### src/rtl/alu_pkg.sv
// alu_pkg: shared types for the ALU blocks.
//   alu_op_t    - 3-bit opcode encoding understood by alu_core
//   arb_state_t - result-slot state of alu_arbiter
package alu_pkg;

  typedef enum logic [2:0] {
    OP_ADD = 3'b000,
    OP_SUB = 3'b001,
    OP_AND = 3'b010,
    OP_OR  = 3'b011,
    OP_XOR = 3'b100,
    OP_CAT = 3'b101,
    OP_MUL = 3'b110,
    OP_RSV = 3'b111
  } alu_op_t;

  typedef enum logic {
    ST_IDLE = 1'b0,
    ST_BUSY = 1'b1
  } arb_state_t;

endpackage

### src/rtl/alu_core.sv
// alu_core: purely combinational ALU datapath.
// Ports:
//   op   in  3     opcode (alu_op_t encoding)
//   a    in  W     operand A
//   b    in  W     operand B
//   data out 2W    result; operands zero-extended, arithmetic mod 2^(2W)
//   err  out 1     reserved opcode was used (data forced to 0)
module alu_core
  import alu_pkg::*;
#(
  parameter int W = 4
) (
  input  logic [2:0]     op,
  input  logic [W-1:0]   a,
  input  logic [W-1:0]   b,
  output logic [2*W-1:0] data,
  output logic           err
);

  logic [2*W-1:0] w_a_ext;
  logic [2*W-1:0] w_b_ext;

  assign w_a_ext = {{W{1'b0}}, a};
  assign w_b_ext = {{W{1'b0}}, b};

  // Opcode decode; every result is truncated to 2W bits by the assignment width.
  always_comb begin
    data = '0;
    err  = 1'b0;
    case (alu_op_t'(op))
      OP_ADD:  data = w_a_ext + w_b_ext;
      OP_SUB:  data = w_a_ext - w_b_ext;
      OP_AND:  data = w_a_ext & w_b_ext;
      OP_OR:   data = w_a_ext | w_b_ext;
      OP_XOR:  data = w_a_ext ^ w_b_ext;
      OP_CAT:  data = {a, b};
      OP_MUL:  data = w_a_ext * w_b_ext;
      OP_RSV: begin
        data = '0;
        err  = 1'b1;
      end
      default: begin
        data = '0;
        err  = 1'b1;
      end
    endcase
  end

endmodule

### src/rtl/alu_arbiter.sv
// alu_arbiter: round-robin arbiter sharing one alu_core between two
// requesters, with a single registered result slot.
// Ports:
//   clk, rst                 clock, asynchronous active-high reset
//   reqN_valid/reqN_ready    request handshake for requester N (0/1)
//   reqN_op, reqN_a, reqN_b  opcode and W-bit operands
//   out_valid/out_ready      result handshake toward the consumer
//   out_data [2W]            registered result
//   out_id                   requester that produced out_data
//   out_err                  reserved opcode was used
module alu_arbiter
  import alu_pkg::*;
#(
  parameter int W = 4
) (
  input  logic           clk,
  input  logic           rst,
  input  logic           req0_valid,
  output logic           req0_ready,
  input  logic [2:0]     req0_op,
  input  logic [W-1:0]   req0_a,
  input  logic [W-1:0]   req0_b,
  input  logic           req1_valid,
  output logic           req1_ready,
  input  logic [2:0]     req1_op,
  input  logic [W-1:0]   req1_a,
  input  logic [W-1:0]   req1_b,
  output logic           out_valid,
  input  logic           out_ready,
  output logic [2*W-1:0] out_data,
  output logic           out_id,
  output logic           out_err
);

  arb_state_t     r_state;
  arb_state_t     w_state_nxt;
  logic           r_last_grant;
  logic [2*W-1:0] r_out_data;
  logic           r_out_id;
  logic           r_out_err;

  logic           w_free;
  logic           w_grant0;
  logic           w_grant1;
  logic           w_acc0;
  logic           w_acc1;
  logic           w_acc;
  logic [2:0]     w_sel_op;
  logic [W-1:0]   w_sel_a;
  logic [W-1:0]   w_sel_b;
  logic [2*W-1:0] w_alu_data;
  logic           w_alu_err;

  // Grant, ready and next-state logic. The slot is free when empty or when
  // the held result leaves on this edge; on contention the requester not
  // served last wins. Readies are masked during reset so nothing completes.
  always_comb begin
    w_free      = 1'b0;
    w_grant0    = 1'b0;
    w_grant1    = 1'b0;
    w_acc0      = 1'b0;
    w_acc1      = 1'b0;
    w_acc       = 1'b0;
    w_state_nxt = r_state;

    if (r_state == ST_IDLE) begin
      w_free = 1'b1;
    end else begin
      w_free = out_ready;
    end

    if (req0_valid && req1_valid) begin
      w_grant0 = r_last_grant;
      w_grant1 = ~r_last_grant;
    end else begin
      w_grant0 = req0_valid;
      w_grant1 = req1_valid;
    end

    w_acc0 = ~rst & w_free & w_grant0;
    w_acc1 = ~rst & w_free & w_grant1;
    w_acc  = w_acc0 | w_acc1;

    case (r_state)
      ST_IDLE: begin
        if (w_acc) begin
          w_state_nxt = ST_BUSY;
        end else begin
          w_state_nxt = ST_IDLE;
        end
      end
      ST_BUSY: begin
        if (w_acc) begin
          w_state_nxt = ST_BUSY;
        end else if (out_ready) begin
          w_state_nxt = ST_IDLE;
        end else begin
          w_state_nxt = ST_BUSY;
        end
      end
      default: w_state_nxt = ST_IDLE;
    endcase
  end

  // Operand mux feeding the shared core; only meaningful on an accept edge.
  always_comb begin
    if (w_grant1) begin
      w_sel_op = req1_op;
      w_sel_a  = req1_a;
      w_sel_b  = req1_b;
    end else begin
      w_sel_op = req0_op;
      w_sel_a  = req0_a;
      w_sel_b  = req0_b;
    end
  end

  alu_core #(.W(W)) u_alu_core (
    .op   (w_sel_op),
    .a    (w_sel_a),
    .b    (w_sel_b),
    .data (w_alu_data),
    .err  (w_alu_err)
  );

  // FSM state register.
  always_ff @(posedge clk or posedge rst) begin
    if (rst) begin
      r_state <= ST_IDLE;
    end else begin
      r_state <= w_state_nxt;
    end
  end

  // Result slot and round-robin pointer; loaded only on an accept edge so
  // the held result stays put while the consumer stalls.
  always_ff @(posedge clk or posedge rst) begin
    if (rst) begin
      r_out_data   <= '0;
      r_out_id     <= 1'b0;
      r_out_err    <= 1'b0;
      r_last_grant <= 1'b1;
    end else if (w_acc) begin
      r_out_data   <= w_alu_data;
      r_out_id     <= w_acc1;
      r_out_err    <= w_alu_err;
      r_last_grant <= w_acc1;
    end
  end

  assign req0_ready = w_acc0;
  assign req1_ready = w_acc1;
  assign out_valid  = (r_state == ST_BUSY);
  assign out_data   = r_out_data;
  assign out_id     = r_out_id;
  assign out_err    = r_out_err;

endmodule
### config.mk
export PLATFORM = sky130hd
export DESIGN_NAME = alu_arbiter
export DESIGN_NICKNAME = d
export VERILOG_FILES = /design/src/rtl/alu_pkg.sv /design/src/rtl/alu_core.sv /design/src/rtl/alu_arbiter.sv
export SDC_FILE = /design/constraint.sdc
export NUM_CORES = 1
export LEC_CHECK = 0
export BUFFER_PORTS_ARGS = -buffer_cell sky130_fd_sc_hd__buf_4
export CELL_PAD_IN_SITES_DETAIL_PLACEMENT = 0
export CELL_PAD_IN_SITES_GLOBAL_PLACEMENT = 2
export CORE_ASPECT_RATIO = 0.9
export CORE_MARGIN = 10
export CORE_UTILIZATION = 28
export DETAILED_ROUTE_END_ITERATION = 7
export PLACE_DENSITY_LB_ADDON = 0.1
export SETUP_SLACK_MARGIN = 0.15
export SLEW_MARGIN = 0
export SYNTH_ARGS = -nofsm -noshare
export SYNTH_HDL_FRONTEND = slang
export SYNTH_SLANG_ARGS = --single-unit
export TNS_END_PERCENT = 20
### constraint.sdc
create_clock -name clk -period 3.7 [get_ports clk]
set_input_delay 0.37 -clock clk [delete_from_list [all_inputs] [get_ports clk]]
set_output_delay 0.37 -clock clk [all_outputs]
set_load 0.01 [all_outputs]
Word level (Yosys, flattened, before mapping)
Cells that the tools add are included.

operators by class
  $add $sub $neg = 2
  $mul = 1
  divide/modulo/power cells = 0
  magnitude comparators = 0
  equality and inequality tests = 7
  shift-type cells = 0
  mux-type cells = 12
  bitwise gates (word level) = 10
  reductions and logical operators = 2

operator list
  operator                                             count
  case mux 8 bit (8 select lines)                      1
  equality test 3 bit, second input constant           4
  multiplier 4 x 4 -> 8 bit                            1
  2-to-1 mux 4 bit                                     2
  2-to-1 mux 1 bit                                     7
  equality test 3 x 2 -> 1 bit, second input constant  2
  adder 4 x 4 -> 5 bit                                 1
  subtractor 4 x 4 -> 5 bit                            1
  AND 4 bit                                            1
  OR 4 bit                                             1
  XOR 4 bit                                            1
  AND 1 bit                                            3
  equality test 3 x 1 -> 1 bit, second input constant  1
  logical NOT 3 bit                                    1
  2-to-1 mux 3 bit                                     1
  inverter 1 bit                                       3
  case mux 1 bit (2 select lines)                      1
  logical AND 1 bit                                    1
  OR 1 bit                                             1

word-level totals
  bits in registers = 12
  latch bits = 0
  bits in writable memories = 0
  memory bits (read-only) = 0
  output and inout bits = 13
  logic and storage cells = 39
  memories kept = 0

Longest topological paths before layout
  word-level depth = 6
  depth in mapped cells = 18

Modules after synthesis
Synthesis repeated with hierarchy kept, for this count alone.

unflattened totals
  cell total of the unflattened synthesis = 185
  area total of the unflattened synthesis = 1737.9 um^2

modules (own cells, without submodules)
  module       times used  cells an instance  area each (um^2)  sequential area each (um^2)
  alu_core     1           138                1101.1            0.0
  alu_arbiter  1           47                 636.9             301.5

Worst setup path before layout
No wires, ideal clock.

  path kind = input-to-reg
  start = input port req1_valid
  end = register r_out_data[5] (netlist: out_data[5])
  arrival time = 3.767 ns
  slack = -0.144 ns
  stages on the path = 17
  path buffers = 3
  cells stage by stage = a21boi_4 buf_4 buf_4 buf_2 mux2i_1 inv_1 nand2_1 fa_1 inv_1 fa_1 ha_1 a21o_1 a21oi_1 xnor2_1 a31oi_1 or2_0 a21oi_1

between the ends
  word-level cells in the longest chain between the ends = 5
  elaborated cells between the ends (all ways) = 20
  classes of those cells = 1 x add/sub; 1 x mul; 7 x eq/ne; 6 x mux; 3 x bitwise; 2 x reduce/logical

RTL lines
  item                                                     line                source
  start, declared                                          alu_arbiter.sv:23   input logic req1_valid,
  logical AND 1 bit                                        alu_arbiter.sv:72   if (req0_valid && req1_valid) begin
  2-to-1 mux 1 bit                                         alu_arbiter.sv:72
  2-to-1 mux 4 bit or 2-to-1 mux 3 bit (tied branches)     alu_arbiter.sv:107  if (w_grant1) begin
  multiplier 4 x 4 -> 8 bit, or another cell as far along  alu_core.sv:37      OP_MUL: data = w_a_ext * w_b_ext;
  case mux 8 bit (8 select lines)                          alu_core.sv:30      case (alu_op_t'(op))
  end signal, assigned                                     alu_arbiter.sv:144  r_out_data <= w_alu_data;
  end, declared                                            alu_arbiter.sv:38   logic [2*W-1:0] r_out_data;

Several ways; a longest one is shown, not always the timed one.
A chain may end at the register's enable or synchronous reset.

Worst setup path in the final report
  start = register r_last_grant
  end = register r_out_data[5] (netlist: out_data[5])

between the ends
  word-level cells in the longest chain between the ends = 5
  elaborated cells between the ends (all ways) = 20
  classes of those cells = 1 x add/sub; 1 x mul; 7 x eq/ne; 6 x mux; 4 x bitwise; 1 x reduce/logical

RTL lines
  item                                                     line                source
  start, declared                                          alu_arbiter.sv:37   logic r_last_grant;
  start signal, assigned                                   alu_arbiter.sv:147  r_last_grant <= w_acc1;
  inverter 1 bit                                           alu_arbiter.sv:74   w_grant1 = ~r_last_grant;
  2-to-1 mux 1 bit                                         alu_arbiter.sv:72
  2-to-1 mux 4 bit or 2-to-1 mux 3 bit (tied branches)     alu_arbiter.sv:107
  multiplier 4 x 4 -> 8 bit, or another cell as far along  alu_core.sv:37
  case mux 8 bit (8 select lines)                          alu_core.sv:30

Several ways; a longest one is shown, not always the timed one.

==> impl_metrics.py <==
metrics = {
    "outcome": {
        "status": "finished, final reports clean",
    },
    "cells_and_area": {
        "nets": 342,
        "multi_input_area_um2": 1470,
        "drive_gt1_frac": 0.350,
        "regArea_um2": 302,
        "syn_to_final_growth_pct": 45.6,
        "diodes": 0,
        "fillers": 659,
    },
    "logic_synthesis": {
        "netlist_instances": 224,
        "yosysWarnings": 0,
        "ys_ff_latch": 12,
        "seq_area_frac_synth": 0.170,
        "synth_area_um2": 1770,
        "avgSynthCellArea_um2": 7.91,
        "syn-num-nets": 279,
        "synth_edf_count": 0,
        "postSynth.asyncResetShare": 1.00,
        "synth_flop_cell": "dfrtp_1",
        "ys_types": 46,
    },
    "floorplanning": {
        "start_util": 0.288,
        "die_w_um": 104,
        "rows": 27,
        "die_y_um": 95.5,
        "core-area_um2": 6150,
        "io-pin-count": 40,
        "die_area_um2": 9920,
    },
    "global_route": {
        "grt_pass1_vias": 1940,
        "grt_overflow": 0,
        "grt_pass1_wl_um": 10300,
        "grt_max_degree": 14,
        "grt_antenna_before_repair": 0,
        "track_usage": 0.127,
    },
    "critical_path": {
        "cp_cell_sequence": "a21boi_4 -> buf_12 -> buf_16 -> mux2i_4 -> inv_2 -> nand2_2 -> fa_1 -> inv_1 -> fa_2 -> ha_4 -> a21o_1 -> a21oi_2 -> xnor2_2 -> a31oi_1 -> or2_0 -> a21oi_1",
        "r2r_start": "r_last_grant$_DFFE_PP1P_",
        "crit_arrival_ns": 3.65,
        "worst-path-buf-inv": 4,
        "ff2ff_setup_slack_ns": 0.22,
        "worstSetupPathType": "flop to flop",
        "startpoint_type": "flop",
        "rr_endpoint": "out_data[5]$_DFFE_PP0P_",
        "crit_required_ns": 3.87,
        "worst_path_dominant_cell_family": "adder cells",
        "path_max_fanout": 4,
        "endpoint_kind": "flop",
        "max_stage_delay_ns": 0.58,
        "rr_worst_depth": 16,
        "cpMaxStageDelayCell": "fa_2",
    },
    "clock_network": {
        "htreeDepth": 1,
        "insertion_delay_ns": 0.24,
        "clk_pin_slew_ns": 0.06,
        "holdBufCountCts": 0,
        "clockBufferDepth": 2,
        "cts_tree": "yes",
        "clk_root_buffer_cell": "clkbuf_8",
        "numCtsBuffers": 3,
        "cts_num_sinks": 12,
    },
    "timing": {
        "post-route-period-util": 0.940,
        "finalSetupViolations": 0,
        "relSlewSlack": 0.502,
        "setup-tns-final_ns": 0,
        "period_needed_ns": 3.48,
        "hold_violations": 0,
        "fmax_ghz": 0.288,
        "skew_ns": 0.00542,
        "whs_ns": 0.159,
        "rsz0062_at_grt": "yes",
        "tightest_slew_ns": 0.726,
        "slew_viol_final": 0,
    },
    "route": {
        "ant_nets": 0,
        "wl_per_cell_um": 16.9,
        "vias": 1856,
        "drt-pass1-iter-count": 4,
        "vias_per_cell": 4.98,
        "drt_iter0_markers": 102,
        "drc": 0,
        "drt-total-wl_um": 6310,
    },
    "pwr": {
        "ir_drop_mv": 0.152,
        "power_density_nw_per_um2": 368,
        "p_leak_nw": 1.21,
    },
    "flow_run": {
        "maxCapViolCount": 0,
    },
    "placement": {
        "hpwl_um": 5020,
        "port_buffers": 39,
        "gp_congestion": 0.783,
    },
    "hold_path": {
        "hold_class": "input port to async pin",
    },
}
[synthesized netlist by cell type (all sizes together), types with 5 or more instances]
cell | count | share of area
fa | 5 | 0.056
o21ai | 14 | 0.040
nor2 | 23 | 0.049
ha | 23 | 0.16
mux2i | 12 | 0.068
inv | 24 | 0.051
dfrtp | 11 | 0.16
nor3 | 9 | 0.025
a21oi | 16 | 0.045
a31oi | 7 | 0.025
nand2 | 16 | 0.034
xnor2 | 7 | 0.035
[routing by layer]
metal	global-route usage	vias to the layer above	wire (µm)
li1	-	935	-
met1	0.162	884	3020
met2	0.229	35	3090
met3	0.0189	2	177
met4	0.0139	0	17
met5	0	-	0
[registers in the layout, indices dropped and copies added, names as in the netlist]
signal	cells
out_data	8
out_err	1
out_id	1
out_valid	1
r_last_grant	1
[report_power, final]
| part | switching, W | total [W] | leakage [nW] | internal [W] |
|---|---|---|---|---|
| Clock | 0.0000509 | 0.000145 | 0.0288 | 0.0000941 |
| Sequential | 0.0000216 | 0.000187 | 0.143 | 0.000165 |
| Combinational | 0.000310 | 0.000618 | 1.03 | 0.000307 |
[layout make-up]
class	count	share of cell area
clock buffer	4	0.0213
inverter	24	0.0349
multi-input combinational	181	0.569
sequential	12	0.117
tap	87	0.0422
timing repair buffer	65	0.216
[repair_timing]
item,4_1_cts,5_1_grt
setup buffers,10,0
pin swaps,10,14
resized for setup,12,14
gates cloned,2,0
setup endpoints to repair,3,5
[through the flow]
| step | cell area [µm²] | std cells | total power (W) | worst slack (ns) | util |
|---|---|---|---|---|---|
| 6_report | 2580 | 373 | 0.000949 | 0.223 | 0.420 |
| 5_1_grt | 2580 | 373 | 0.00103 | 0.110 | 0.420 |
| 4_1_cts | 2520 | 373 | 0.000917 | 0.138 | 0.410 |
| 3_5_place_dp | 2290 | 357 | 0.000712 | 0.00518 | 0.372 |
| 3_3_place_gp | 2290 | 357 | 0.000716 | 0.0433 | 0.372 |
| 2_1_floorplan | 1820 | 224 | 0.000513 | 0.104 | - |
[cell families after synthesis]
logic type / share of synthesized area
muxes: 0.0805
and+or+nand+nor: 0.173
xor gates and xnor gates: 0.0395
DFF: 0.170
AOI/OAI and AO/OA: 0.247
buffers and inverters: 0.0713
adders and majority gates: 0.219
[cell usage in the layout, fill, tap and decap left out, types with 6 or more instances in the layout]
cell     instances
nor2_1          23
dfrtp_1         11
o21ai_0         11
a31oi_1          7
xnor2_1          6
inv_2            7
inv_1           17
nor3_1           9
nand2_1         14
ha_1            17
mux2i_1          7
buf_4           61
a21oi_1         13
[worst max-delay path by stage]
stage                                        start                      end  slack, ns  depth (start not counted)
after global placement                  req1_valid  out_data[5]$_DFFE_PP0P_       0.04                         16
final                     r_last_grant$_DFFE_PP1P_  out_data[5]$_DFFE_PP0P_       0.22                         16
after detailed placement                req1_valid  out_data[7]$_DFFE_PP0P_      0.005                         16
after global routing      r_last_grant$_DFFE_PP1P_  out_data[5]$_DFFE_PP0P_       0.11                         16
after CTS                 r_last_grant$_DFFE_PP1P_  out_data[5]$_DFFE_PP0P_       0.14                         16
after floorplan                         req1_valid  out_data[5]$_DFFE_PP0P_       0.10                         16
(Power assumes the default switching activity.)
